$ cat src/rtl/serial_word_feeder_if.sv
// Parallel-in / serial-out bus for the word feeder: word handshake on the input side,
// serial bit stream plus completion status on the output side.
interface serial_word_feeder_if #(
    parameter int WIDTH = 8
);
    logic [WIDTH-1:0] din;
    logic             din_valid;
    logic             din_ready;
    logic             x;
    logic             x_valid;
    logic             done;
    logic [7:0]       word_cnt;

    // master = word producer / stream consumer, slave = the feeder itself
    modport master (
        output din, din_valid,
        input  din_ready, x, x_valid, done, word_cnt
    );
    modport slave (
        input  din, din_valid,
        output din_ready, x, x_valid, done, word_cnt
    );
endinterface

$ cat src/rtl/serial_word_feeder.sv
// Serializes parallel words onto a 1-bit line for the sequence detector, with a
// one-word holding buffer so consecutive words stream without idle cycles.
module serial_word_feeder #(
    parameter int WIDTH     = 8,
    parameter bit MSB_FIRST = 1'b1,
    parameter bit IDLE_BIT  = 1'b0
) (
    input logic clk,
    input logic rst,
    serial_word_feeder_if.slave bus
);
    localparam int CNT_W = $clog2(WIDTH);
    localparam logic [CNT_W-1:0] LAST_CNT = CNT_W'(WIDTH - 1);

    localparam logic [0:0] IDLE  = 1'b0;
    localparam logic [0:0] SHIFT = 1'b1;

    logic [0:0]       state;
    logic [WIDTH-1:0] sr;
    logic [WIDTH-1:0] srShifted;
    logic [CNT_W-1:0] cnt;
    logic [WIDTH-1:0] hold;
    logic             holdFull;
    logic [7:0]       wordCnt;
    logic             xBit;
    logic             lastBit;
    logic             xfer;

    // NOTE: every always_comb output gets a value on every path, otherwise a latch is inferred.
    always_comb begin
        srShifted = sr;
        xBit      = 1'b0;
        if (MSB_FIRST) begin
            srShifted = {sr[WIDTH-2:0], 1'b0};
            xBit      = sr[WIDTH-1];
        end else begin
            srShifted = {1'b0, sr[WIDTH-1:1]};
            xBit      = sr[0];
        end
    end

    assign lastBit       = (state == SHIFT) && (cnt == LAST_CNT);
    assign bus.din_ready = rst & ~holdFull;
    assign xfer          = bus.din_valid & bus.din_ready;
    assign bus.x_valid   = (state == SHIFT);
    assign bus.x         = bus.x_valid ? xBit : IDLE_BIT;
    assign bus.done      = lastBit;
    assign bus.word_cnt  = wordCnt;

    // NOTE: sequential state uses non-blocking assignments so every register samples pre-edge values.
    always_ff @(posedge clk) begin
        if (!rst) begin
            state    <= IDLE;
            sr       <= '0;
            cnt      <= '0;
            holdFull <= 1'b0;
            wordCnt  <= '0;
        end else begin
            if (lastBit) begin
                wordCnt <= wordCnt + 8'd1;
            end
            case (state)
                IDLE: begin
                    if (xfer) begin
                        sr    <= bus.din;
                        cnt   <= '0;
                        state <= SHIFT;
                    end
                end
                default: begin
                    if (!lastBit) begin
                        sr  <= srShifted;
                        cnt <= cnt + 1'b1;
                        if (xfer) begin
                            holdFull <= 1'b1;
                        end
                    end else if (holdFull) begin
                        // A buffered word always wins; din_ready is low so no new word competes.
                        sr       <= hold;
                        holdFull <= 1'b0;
                        cnt      <= '0;
                    end else if (xfer) begin
                        sr  <= bus.din;
                        cnt <= '0;
                    end else begin
                        state <= IDLE;
                    end
                end
            endcase
        end
    end

    // NOTE: hold is pure data qualified by holdFull, so it carries no reset.
    always_ff @(posedge clk) begin
        if (xfer && (state == SHIFT) && !lastBit) begin
            hold <= bus.din;
        end
    end
endmodule
$ cat src/flat_wrapper.sv
// flat-port wrapper written by rule: the top's interface ports become plain ports
module serial_word_feeder_flat 
#(
    parameter int WIDTH     = 8,
    parameter bit MSB_FIRST = 1'b1,
    parameter bit IDLE_BIT  = 1'b0
)
  (clk, rst, bus_din, bus_din_valid, bus_din_ready, bus_x, bus_x_valid, bus_done, bus_word_cnt);
  serial_word_feeder_if #(.WIDTH(WIDTH)) bus_i ();
  input logic clk;
  input logic rst;
  input wire logic [$bits(bus_i.din)-1:0] bus_din;
  input wire logic [$bits(bus_i.din_valid)-1:0] bus_din_valid;
  output wire logic [$bits(bus_i.din_ready)-1:0] bus_din_ready;
  output wire logic [$bits(bus_i.x)-1:0] bus_x;
  output wire logic [$bits(bus_i.x_valid)-1:0] bus_x_valid;
  output wire logic [$bits(bus_i.done)-1:0] bus_done;
  output wire logic [$bits(bus_i.word_cnt)-1:0] bus_word_cnt;
  assign bus_i.din = bus_din;
  assign bus_i.din_valid = bus_din_valid;
  assign bus_din_ready = bus_i.din_ready;
  assign bus_x = bus_i.x;
  assign bus_x_valid = bus_i.x_valid;
  assign bus_done = bus_i.done;
  assign bus_word_cnt = bus_i.word_cnt;
  serial_word_feeder #(.WIDTH(WIDTH), .MSB_FIRST(MSB_FIRST), .IDLE_BIT(IDLE_BIT)) u_core (.clk(clk), .rst(rst), .bus(bus_i));
endmodule
$ cat config.mk
export PLATFORM = sky130hd
export DESIGN_NAME = serial_word_feeder_flat
export DESIGN_NICKNAME = d
export VERILOG_FILES = /design/src/rtl/serial_word_feeder_if.sv /design/src/rtl/serial_word_feeder.sv /design/src/flat_wrapper.sv
export SDC_FILE = /design/constraint.sdc
export NUM_CORES = 1
export LEC_CHECK = 0
export CELL_PAD_IN_SITES_DETAIL_PLACEMENT = 1
export CELL_PAD_IN_SITES_GLOBAL_PLACEMENT = 2
export CORE_UTILIZATION = 34
export CTS_BUF_LIST = sky130_fd_sc_hd__clkbuf_4 sky130_fd_sc_hd__clkbuf_8
export DETAILED_ROUTE_END_ITERATION = 8
export PLACE_DENSITY = 0.8
export SLEW_MARGIN = 20
export SYNTH_ARGS = -nofsm -noshare
export SYNTH_HDL_FRONTEND = slang
export SYNTH_SLANG_ARGS = --single-unit
$ cat constraint.sdc
create_clock -name clk -period 2 [get_ports clk]
set_clock_uncertainty 0.05 [all_clocks]
set_input_delay 0.2 -clock clk [delete_from_list [all_inputs] [get_ports clk]]
set_output_delay 0.2 -clock clk [all_outputs]
set_load 0.02 [all_outputs]
# Word-level counts from Yosys, hierarchy flattened
# Cells that the tools add are included.
# word_totals
ff_bits,29
input_bits,11
wordCells,33
# classes
add_sub_neg,2
n_eq_ne,1
mux,15
bitwise,3
n_reduce_logical,6
# ops
operator,n
$mux 8,4
$mux 3,4
$add 8x1->8 const B,1
$mux 1,7
$add 3x1->3 const B,1
$eq 3x3->1 const B,1
$logic_and 1x1->1,3
$and 1x1->1,2
$reduce_and 2->1,1
$reduce_bool 2->1,1
$logic_not 1->1,1
$not 1->1,1

# Longest topological paths before layout
# Gate-level depths: netlist of run 1.
# logic_depth
word_depth,7
ltp_mapped,7

# Least setup slack after synthesis of run 1
# Ideal clock, no wire load.
# synth_path
path_type,reg-to-reg
start,register u_core.cnt[0]
end,register u_core.hold[0] (enable)
setup_time_ns,0.332
t_arrival_ns,1.188
required_ns,1.618
path_slack_ns,0.431
path_stages_with_launch,5
path_buffers,0
synth_period_minus_slack_ns,1.569
path_cell_list,dfxtp_1 > ha_1 > ha_1 > nor2b_1 > and2_1
# synth_between
elab_chain_len,4
# synth_lines
item,line,rtl
start: declaration,serial_word_feeder.sv:21,logic [CNT_W-1:0] cnt;
start signal: assignment,serial_word_feeder.sv:73,cnt <= cnt + 1'b1;
$eq 3x3->1,serial_word_feeder.sv:42,assign lastBit = (state == SHIFT) && (cnt == LAST_CNT);
$logic_and 1x1->1,serial_word_feeder.sv:42,
$logic_not 1->1,--,
$logic_and 1x1->1,serial_word_feeder.sv:95,if (xfer && (state == SHIFT) && !lastBit) begin
end signal: assignment,serial_word_feeder.sv:96,hold <= bus.din;
end: declaration,serial_word_feeder.sv:22,logic [WIDTH-1:0] hold;
# No other way between the ends.
# A chain may end at the register's enable or synchronous reset.

# Worst setup path in the final report of run 1
# layout_path
start,register u_core.cnt[0]
end,output bus_done
# layout_between
elab_chain_len,2
# layout_lines
item,line,rtl
$eq 3x3->1,serial_word_feeder.sv:42,
$logic_and 1x1->1,serial_word_feeder.sv:42,
end: declaration,flat_wrapper.sv:17,output wire logic [$bits(bus_i.done)-1:0] bus_done;
# No other way between the ends.

==> results.json, run 1 <==
{
  "ctsResizeCount": 1,
  "ys.warnings.count": 0,
  "grt_pass1_wl_um": 5009,
  "setup_viol": 0,
  "fin_cells": 194,
  "first_global_vias": 1022,
  "slowest_delay_ns": 0.34,
  "final_nets": 162,
  "avgViaCountPerCell": 5.155,
  "syn2layout_area_growth_pct": 28.39,
  "synth_area_leaders": "dfxtp_1, edfxtp_1, mux2i_1, xor2_1, nor2_1",
  "regArea_um2": 660.6,
  "tritoncts": "done",
  "postCtsHoldBufs": 0,
  "insertedDiodeCount": 0,
  "hpwl_um": 2219,
  "rows": 21,
  "clk-insertion-delay-late_ns": 0.32,
  "dieWidth_um": 62.57,
  "path_cells": "ha_1 -> ha_1 -> and2_1 -> dlygate4sd2_1",
  "clkSlewWorstSetupHoldPaths_ns": 0.09,
  "slew_headroom": 0.7572,
  "cap_violations": 0,
  "place_congestion": 0.8026,
  "first_pass_iters": 4,
  "layout-drive-gt1-share": 0.1014,
  "synth_nets": 130,
  "syn_inst": 116,
  "critPathBufInv": 1,
  "netlist_area_um2": 1247,
  "fill_cells": 386,
  "syn_area_per_cell_um2": 10.75,
  "drtIter0Drc": 20,
  "fmax_mhz": 549.7,
  "multi_input_area_um2": 544.3,
  "vdd_drop_max_v": 0.0004357,
  "crit_path_frequent_cell": "ha_1",
  "drc": 0,
  "floorplan.initialDensity": 0.3652,
  "fin_setup_tns_ns": 0,
  "die_h_um": 62.57,
  "clockBufferDepth": 2,
  "worstSetupEndpointType": "primary output",
  "htree_levels": 2,
  "critical_path_class": "flip-flop to primary output",
  "core_area_um2": 3416,
  "ioPinCount": 23,
  "tightestPinTransition_ns": 0.3642,
  "track_usage": 0.1716,
  "vias": 1000,
  "hold_viol_final": 0,
  "cts.sink_count": 29,
  "start_kind": "flip-flop",
  "root_buffer": "clkbuf_4",
  "grt_overflow_total": 0,
  "drv_slew": 0,
  "post_cts_buffers": 0,
  "cts_buffers": 5,
  "path_max_fanout": 3,
  "synth_top_area_frac": 0.3370,
  "cp_slowest_cell": "dfxtp_1",
  "final_cell_mix": "clkdlybuf4s50_1, dfxtp_1, nor2_1",
  "synth_cell_type_count": 29,
  "fin_util": 0.4689,
  "routedWlPerCell_um": 15.57,
  "fin_crit_sh": 0.9096,
  "path_delay_family": "adder cells",
  "ant_nets": 0,
  "status": "finished clean",
  "power.leakage_nw": 0.6017,
  "cp.arrival_ns": 1.57,
  "p_per_area_nw_per_um2": 682.7,
  "grt_max_degree": 19,
  "rsz0062_at_grt": "no",
  "synth_top_area_cell": "dfxtp_1",
  "dieArea_um2": 3915,
  "ys_ff_latch": 29,
  "drt-total-wl_um": 3021,
  "antenna_found_initial": 0,
  "min_path_type": "input pin to flip-flop",
  "dp_cells": 187,
  "min_period_ns": 1.819,
  "required_ns": 1.75,
  "synth.yosys.seq_area_share": 0.5296,
  "port_buffers": 22
}
==> routing by layer <==
layer / share of wire / global-route usage
met1: 0.51 / 0.2202
met2: 0.45 / 0.2554
met3: 0.034 / 0.07299
met4: 0.0060 / 0.06105
met5: 0 / 0
==> final timing paths <==
| check | from | end | cells past startpoint | slack (ns) |
|---|---|---|---|---|
| worst max register to register | u_core.cnt[0] | u_core.sr[1] | 6 | 0.26 |
| worst min-delay path | bus_din[5] | u_core.hold[5] | 1 | 0.42 |
| worst min register to register | u_core.bus.word_cnt[7] | u_core.bus.word_cnt[7] | 2 | 0.47 |
| worst max-delay path | u_core.cnt[0] | bus_done | 4 | 0.18 |
==> cell usage after synthesis <==
master	count
xnor2_1	1
and2_1	4
a21oi_1	5
and2b_1	1
nor2_1	12
a221oi_1	5
edfxtp_1	8
clkbuf_1	2
o22ai_1	7
mux2i_1	11
dfxtp_1	21
nand2b_1	1
nor2b_1	3
nand3_1	2
o221ai_1	1
a31oi_1	2
clkinv_1	1
nand4_1	4
and3_1	2
buf_6	2
buf_2	1
xor2_1	6
a22oi_1	1
nand2_1	6
and3b_1	1
nor3_1	1
nor3b_1	1
buf_1	1
ha_1	3
==> kinds of logic after synthesis <==
kind of cell	after synthesis	share of synthesized area
flops	29	0.5296
xor+xnor	7	0.04915
buf+inv	7	0.03409
mux	11	0.08827
compound gates	21	0.1133
fa+ha+maj	3	0.03009
simple gates	38	0.1555
==> metrics by stage <==
stage	power, mW	instance area (um2)	hold WS [ns]	setup slack, ns
floorplan	0.7181	1247	0.2489	0.4306
global placement	0.7748	1554	0.4355	0.2668
detailed placement	0.7792	1554	0.4566	0.2235
CTS	1.109	1602	0.4028	0.1501
global route	1.159	1602	0.3987	0.09970
finish	1.093	1602	0.4204	0.1808
==> power by group <==
group	total (mW)	switching [mW]	internal [mW]
Clock	0.328	0.187	0.141
Sequential	0.639	0.0151	0.624
Combinational	0.127	0.0602	0.0664
Total	1.09	0.262	0.831
==> area by class of cell <==
type | instances | area share
flip-flops and latches | 29 | 0.4125
multi-input cells | 80 | 0.3398
repair buffers | 31 | 0.1789
well taps | 46 | 0.03594
clock buffers | 6 | 0.02812
clock inverters | 1 | 0.002344
inverters | 1 | 0.002344
==> worst register-to-register path, cell delays in order, from the launching register on <==
cell and delay (ns):
dfxtp_1 0.34, ha_1 0.21, ha_1 0.21, buf_4 0.18, nand2b_1 0.15, nand2_1 0.21, a221oi_1 0.31
==> sequential cells by signal (all words and copies together), names as in the netlist <==
register / flops
u_core.bus.word_cnt: 8
u_core.hold: 8
u_core.sr: 8
u_core.cnt: 3
u_core.bus.x_valid: 1
u_core.holdFull: 1
(Power assumes the default switching activity.)
==> inputs of run 2 (changes only) <==
--- a/config.mk
+++ b/config.mk
@@ -11,6 +11,7 @@
 export CTS_BUF_LIST = sky130_fd_sc_hd__clkbuf_4 sky130_fd_sc_hd__clkbuf_8
 export DETAILED_ROUTE_END_ITERATION = 8
 export PLACE_DENSITY = 0.8
+export SETUP_SLACK_MARGIN = 0.2
 export SLEW_MARGIN = 20
 export SYNTH_ARGS = -nofsm -noshare
 export SYNTH_HDL_FRONTEND = slang
==> run 2 against run 1 <==
Sequential power hardly changed. Clock power grew 1%. Combinational power hardly changed. Worst setup slack gained 0.092 ns. Worst hold slack lost 0.0038 ns. Critical endpoint is now bus_din_ready. Cell count stayed put. Clock-buffer cell count did not move. Sequential cell count did not move. Die area unchanged. Largest power group unchanged. Sequential share of layout area increased by 0.078 points. Maximum frequency grew 5.4%. Register-to-register slack better by 0.04 ns.
==> results.json, run 2 (synthesis gave the netlist of run 1 again) <==
{
  "clk-insertion-delay-late_ns": 0.32,
  "dieWidth_um": 62.57,
  "min_period_ns": 1.727,
  "crit_path_frequent_cell": "clkdlybuf4s50_1",
  "die_h_um": 62.57,
  "cap_violations": 0,
  "cp_slowest_cell": "clkdlybuf4s50_1",
  "fmax_mhz": 579.1,
  "insertedDiodeCount": 0,
  "required_ns": 1.75,
  "vdd_drop_max_v": 0.0004359,
  "vias": 994,
  "place_area_um2": 1554,
  "final_cell_mix": "clkdlybuf4s50_1, dfxtp_1, nor2_1",
  "dieArea_um2": 3915,
  "ioPinCount": 23,
  "status": "finished clean",
  "drv_slew": 0,
  "path_cells": "clkdlybuf4s50_1 -> clkinv_1 -> nor2_1 -> clkdlybuf4s50_1",
  "first_pass_iters": 4,
  "first_global_vias": 1022,
  "slew_headroom": 0.7576,
  "cp.depth": 4,
  "power.leakage_nw": 0.5996,
  "worstSetupEndpointType": "primary output",
  "crit-reg2reg-capture": "u_core.sr[1]",
  "final_area_um2": 1602,
  "tritoncts": "done",
  "final_nets": 162,
  "path_max_fanout": 3,
  "core_area_um2": 3416,
  "path_delay_family": "buffers and inverters",
  "setup_viol": 0,
  "clockBufferDepth": 2,
  "layout-drive-gt1-share": 0.1216,
  "syn2layout_area_growth_pct": 28.39,
  "fill_cells": 386,
  "drc": 0,
  "fin_setup_tns_ns": 0,
  "slowest_delay_ns": 0.61,
  "antenna_found_initial": 0,
  "avgViaCountPerCell": 5.124,
  "port_buffers": 22,
  "min_path_type": "input pin to flip-flop",
  "ff2ff_path_depth": 6,
  "tightestPinTransition_ns": 0.3636,
  "drtIter0Drc": 25,
  "hpwl_um": 2219,
  "rows": 21,
  "p_per_area_nw_per_um2": 686.0,
  "ant_nets": 0,
  "start_kind": "input pin",
  "hold_viol_final": 0,
  "cts.sink_count": 29,
  "r2r_start": "u_core.cnt[0]",
  "clkSlewWorstSetupHoldPaths_ns": 0.09,
  "routedWlPerCell_um": 15.68,
  "cp.arrival_ns": 1.48,
  "htree_levels": 2,
  "root_buffer": "clkbuf_4",
  "drt-total-wl_um": 3042,
  "place_congestion": 0.8026,
  "crit_path_start": "rst",
  "grt_pass1_wl_um": 5009,
  "track_usage": 0.1716,
  "r2r_slack_ns": 0.30,
  "hold_depth": 1,
  "hold_ws_ns": 0.4166,
  "critical_path_class": "input pin to primary output",
  "fin_crit_sh": 0.8634,
  "floorplan.initialDensity": 0.3652,
  "grt_max_degree": 19,
  "rsz0062_at_grt": "no",
  "final_common_cell": "clkdlybuf4s50_1",
  "grt_overflow_total": 0,
  "cts_buffers": 5,
  "critPathCapture": "bus_din_ready",
  "post_cts_buffers": 0,
  "critPathBufInv": 3
}
## run 2: worst min-delay path by stage
stage,endpoint,from
6_report,u_core.hold[5],bus_din[5]
5_1_grt,u_core.hold[5],bus_din[5]
4_1_cts,u_core.hold[5],bus_din[5]
3_5_place_dp,u_core.sr[7],u_core.sr[7]
3_3_place_gp,u_core.cnt[1],u_core.cnt[1]
2_1_floorplan,u_core.hold[0],bus_din[0]
## run 2: cell type report
| cell class | count | area [um2] | area share |
|---|---|---|---|
| clock buffers | 6 | 45.04 | 0.02812 |
| clock inverters | 1 | 3.754 | 0.002344 |
| inverters | 1 | 3.754 | 0.002344 |
| multi-input cells | 80 | 546.8 | 0.3414 |
| flip-flops and latches | 29 | 661.9 | 0.4133 |
| well taps | 46 | 57.56 | 0.03594 |
| repair buffers | 31 | 282.8 | 0.1766 |
## run 2: layer usage
metal | track usage | up-vias | share of wire
met1 | 0.2202 | 487 | 0.50
met3 | 0.07299 | 2 | 0.047
met2 | 0.2554 | 17 | 0.45
met4 | 0.06105 | 0 | 0.0059
met5 | 0 | - | 0
li1 | - | 488 | -
## run 2: worst register-to-register path, delay by kind of cell, from the launching register on
family | cells | cell delay, ns
AOI/OAI and AO/OA | 2 | 0.42
adders and majority gates | 2 | 0.42
buffers and inverters | 1 | 0.18
DFF | 1 | 0.34
and+or+nand+nor | 1 | 0.20
## run 2: stage by stage
stage	instances	total power, mW	utilization	setup WS [ns]
floorplan	116	0.7181	-	0.4306
global route	194	1.159	0.4689	0.2096
CTS	194	1.109	0.4696	0.2076
global placement	187	0.7748	0.4549	0.2668
finish	194	1.099	0.4689	0.2733
detailed placement	187	0.7792	0.4549	0.2235
## run 2: repair_timing
item | CTS | global route
hold endpoints to repair | 0 | 0
pin swaps | 0 | 0
setup endpoints to repair | 1 | 7
gates resized for setup | 3 | 3
hold buffers | 0 | 0
## run 2: power breakdown
| group | internal, mW | switching [mW] | leakage [nW] |
|---|---|---|---|
| Combinational | 0.0667 | 0.0606 | 0.327 |
| Clock | 0.141 | 0.191 | 0.0292 |
| Sequential | 0.624 | 0.0152 | 0.244 |
| Total | 0.832 | 0.267 | 0.600 |
==> inputs of run 3 (changes only) <==
--- a/config.mk
+++ b/config.mk
@@ -5,12 +5,12 @@
 export SDC_FILE = /design/constraint.sdc
 export NUM_CORES = 1
 export LEC_CHECK = 0
-export CELL_PAD_IN_SITES_DETAIL_PLACEMENT = 1
-export CELL_PAD_IN_SITES_GLOBAL_PLACEMENT = 2
-export CORE_UTILIZATION = 34
+export CELL_PAD_IN_SITES_DETAIL_PLACEMENT = 0
+export CELL_PAD_IN_SITES_GLOBAL_PLACEMENT = 1
+export CORE_UTILIZATION = 41
 export CTS_BUF_LIST = sky130_fd_sc_hd__clkbuf_4 sky130_fd_sc_hd__clkbuf_8
 export DETAILED_ROUTE_END_ITERATION = 8
-export PLACE_DENSITY = 0.8
+export PLACE_DENSITY = 0.79
 export SETUP_SLACK_MARGIN = 0.2
 export SLEW_MARGIN = 20
 export SYNTH_ARGS = -nofsm -noshare
==> run 3 against run 2 <==
Sequential power about the same. Clock-buffer cell count stayed put. Critical path depth stayed put. Maximum frequency fell by 2.3%. Non-clock buffer count decreased by 4. Design area shrank 2.3%. Power increased by 0.21%. Sequential cell count is the same. Worst hold slack hardly changed. Largest power group unchanged.
==> results.json, run 3 (synthesis gave the netlist of run 1 again) <==
{
  "clockBufferDepth": 2,
  "routedWlPerCell_um": 14.89,
  "avgViaCountPerCell": 5.540,
  "path_max_fanout": 3,
  "dieArea_um2": 3267,
  "hpwl_um": 1868,
  "power.leakage_nw": 0.5869,
  "ant_nets": 0,
  "min_period_ns": 1.768,
  "grt_max_degree": 19,
  "layout-drive-gt1-share": 0.1103,
  "vias": 975,
  "setup_viol": 0,
  "dieWidth_um": 57.16,
  "clkSlewWorstSetupHoldPaths_ns": 0.09,
  "r2r_start": "u_core.cnt[0]",
  "slew_headroom": 0.8257,
  "clk-insertion-delay-late_ns": 0.33,
  "post-place-ws_ns": 0.1749,
  "tightestPinTransition_ns": 0.2611,
  "hold_viol_final": 0,
  "postCtsHoldBufs": 0,
  "r2r_slack_ns": 0.35,
  "grt_pass1_wl_um": 4340,
  "first_pass_iters": 4,
  "core_area_um2": 2829,
  "start_kind": "flip-flop",
  "p_per_area_nw_per_um2": 704.0,
  "tritoncts": "done",
  "cap_violations": 0,
  "min_path_type": "input pin to flip-flop",
  "insertedDiodeCount": 0,
  "crit-reg2reg-capture": "u_core.sr[1]",
  "place_congestion": 0.7747,
  "fmax_mhz": 565.8,
  "floorplan.initialDensity": 0.4410,
  "status": "finished clean",
  "vdd_drop_max_v": 0.0003861,
  "cp.arrival_ns": 1.52,
  "min_from": "bus_din[5]",
  "port_buffers": 22,
  "drv_slew": 0,
  "track_usage": 0.1795,
  "root_buffer": "clkbuf_4",
  "cts_buffers": 5,
  "worstSetupEndpointType": "primary output",
  "cts.sink_count": 29,
  "rows": 19,
  "grt_overflow_total": 0,
  "fin_setup_tns_ns": 0,
  "htree_levels": 2,
  "antenna_found_initial": 0,
  "drc": 0,
  "hold_end": "u_core.hold[5]",
  "die_h_um": 57.16,
  "first_global_vias": 931,
  "rsz0062_at_grt": "yes",
  "ioPinCount": 23,
  "path_cells": "ha_1 -> ha_1 -> and2_1 -> clkdlybuf4s15_1",
  "cp_slowest_cell": "dfxtp_1",
  "slowest_delay_ns": 0.33,
  "syn2layout_area_growth_pct": 25.38,
  "hold_depth": 1,
  "final_nets": 158,
  "required_ns": 1.75,
  "fin_crit_sh": 0.8838,
  "crit_path_frequent_cell": "ha_1",
  "final.setup.worst_slack_ns": 0.2325,
  "path_delay_family": "adder cells",
  "critical_path_class": "flip-flop to primary output",
  "ff2ff_path_depth": 6,
  "drt-total-wl_um": 2620,
  "final_cell_mix": "clkdlybuf4s50_1, dfxtp_1, nor2_1",
  "drtIter0Drc": 50,
  "critPathBufInv": 1
}
-- run 3: cell count changes in the layout (fill, tap and decap cells not counted), sizes merged --
cell,delta
buf,-5
clkdlybuf4s15,+1
clkdlybuf4s50,-1
clkinv,+1
dlygate4sd2,+1
-- run 3: timing repair --
action | CTS | global route
setup buffers | 0 | 0
endpoints found under the hold margin | 0 | 0
resized for setup | 3 | 3
setup endpoints to repair | 3 | 14
pin swaps | 0 | 0
-- run 3: layer usage --
metal / global-route usage / share of wire / up-vias
li1: - / - / 480
met5: 0 / 0 / -
met1: 0.2471 / 0.50 / 461
met2: 0.2471 / 0.42 / 27
met3: 0.05442 / 0.058 / 7
met4: 0.1080 / 0.023 / 0
-- run 3: where the power goes --
part           internal (mW)  switching, mW
clock                  0.147          0.201
combinational         0.0596         0.0545
sequential             0.624         0.0149
total                  0.831          0.270
-- run 3: area by class of cell --
class,count,area [um2]
clock buffers,6,45.04
clock inverters,2,10.01
fillers,264,1265
inverters,1,3.754
multi-input cells,80,548.0
flip-flops and latches,29,661.9
well taps,31,38.79
repair buffers,27,256.5
-- run 3: how the worst max path moves through the flow --
stage               cells past startpoint              to          start  slack (ns)
floorplan                               4  u_core.hold[0]  u_core.cnt[0]        0.43
global placement                        4   bus_din_ready            rst        0.20
detailed placement                      4   bus_din_ready            rst        0.17
CTS                                     4        bus_done  u_core.cnt[1]        0.19
global route                            4        bus_done  u_core.cnt[1]        0.16
finish                                  4        bus_done  u_core.cnt[0]        0.23
-- run 3: stage by stage --
step | instance area (um2) | power (mW) | utilization | instances | hold WS, ns
2_1_floorplan | 1247 | 0.7181 | - | 116 | 0.2489
3_3_place_gp | 1505 | 0.7637 | 0.5321 | 168 | 0.4352
3_5_place_dp | 1505 | 0.7667 | 0.5321 | 168 | 0.4577
4_1_cts | 1559 | 1.111 | 0.5511 | 176 | 0.4086
5_1_grt | 1564 | 1.146 | 0.5529 | 176 | 0.4182
6_report | 1564 | 1.101 | 0.5529 | 176 | 0.4169
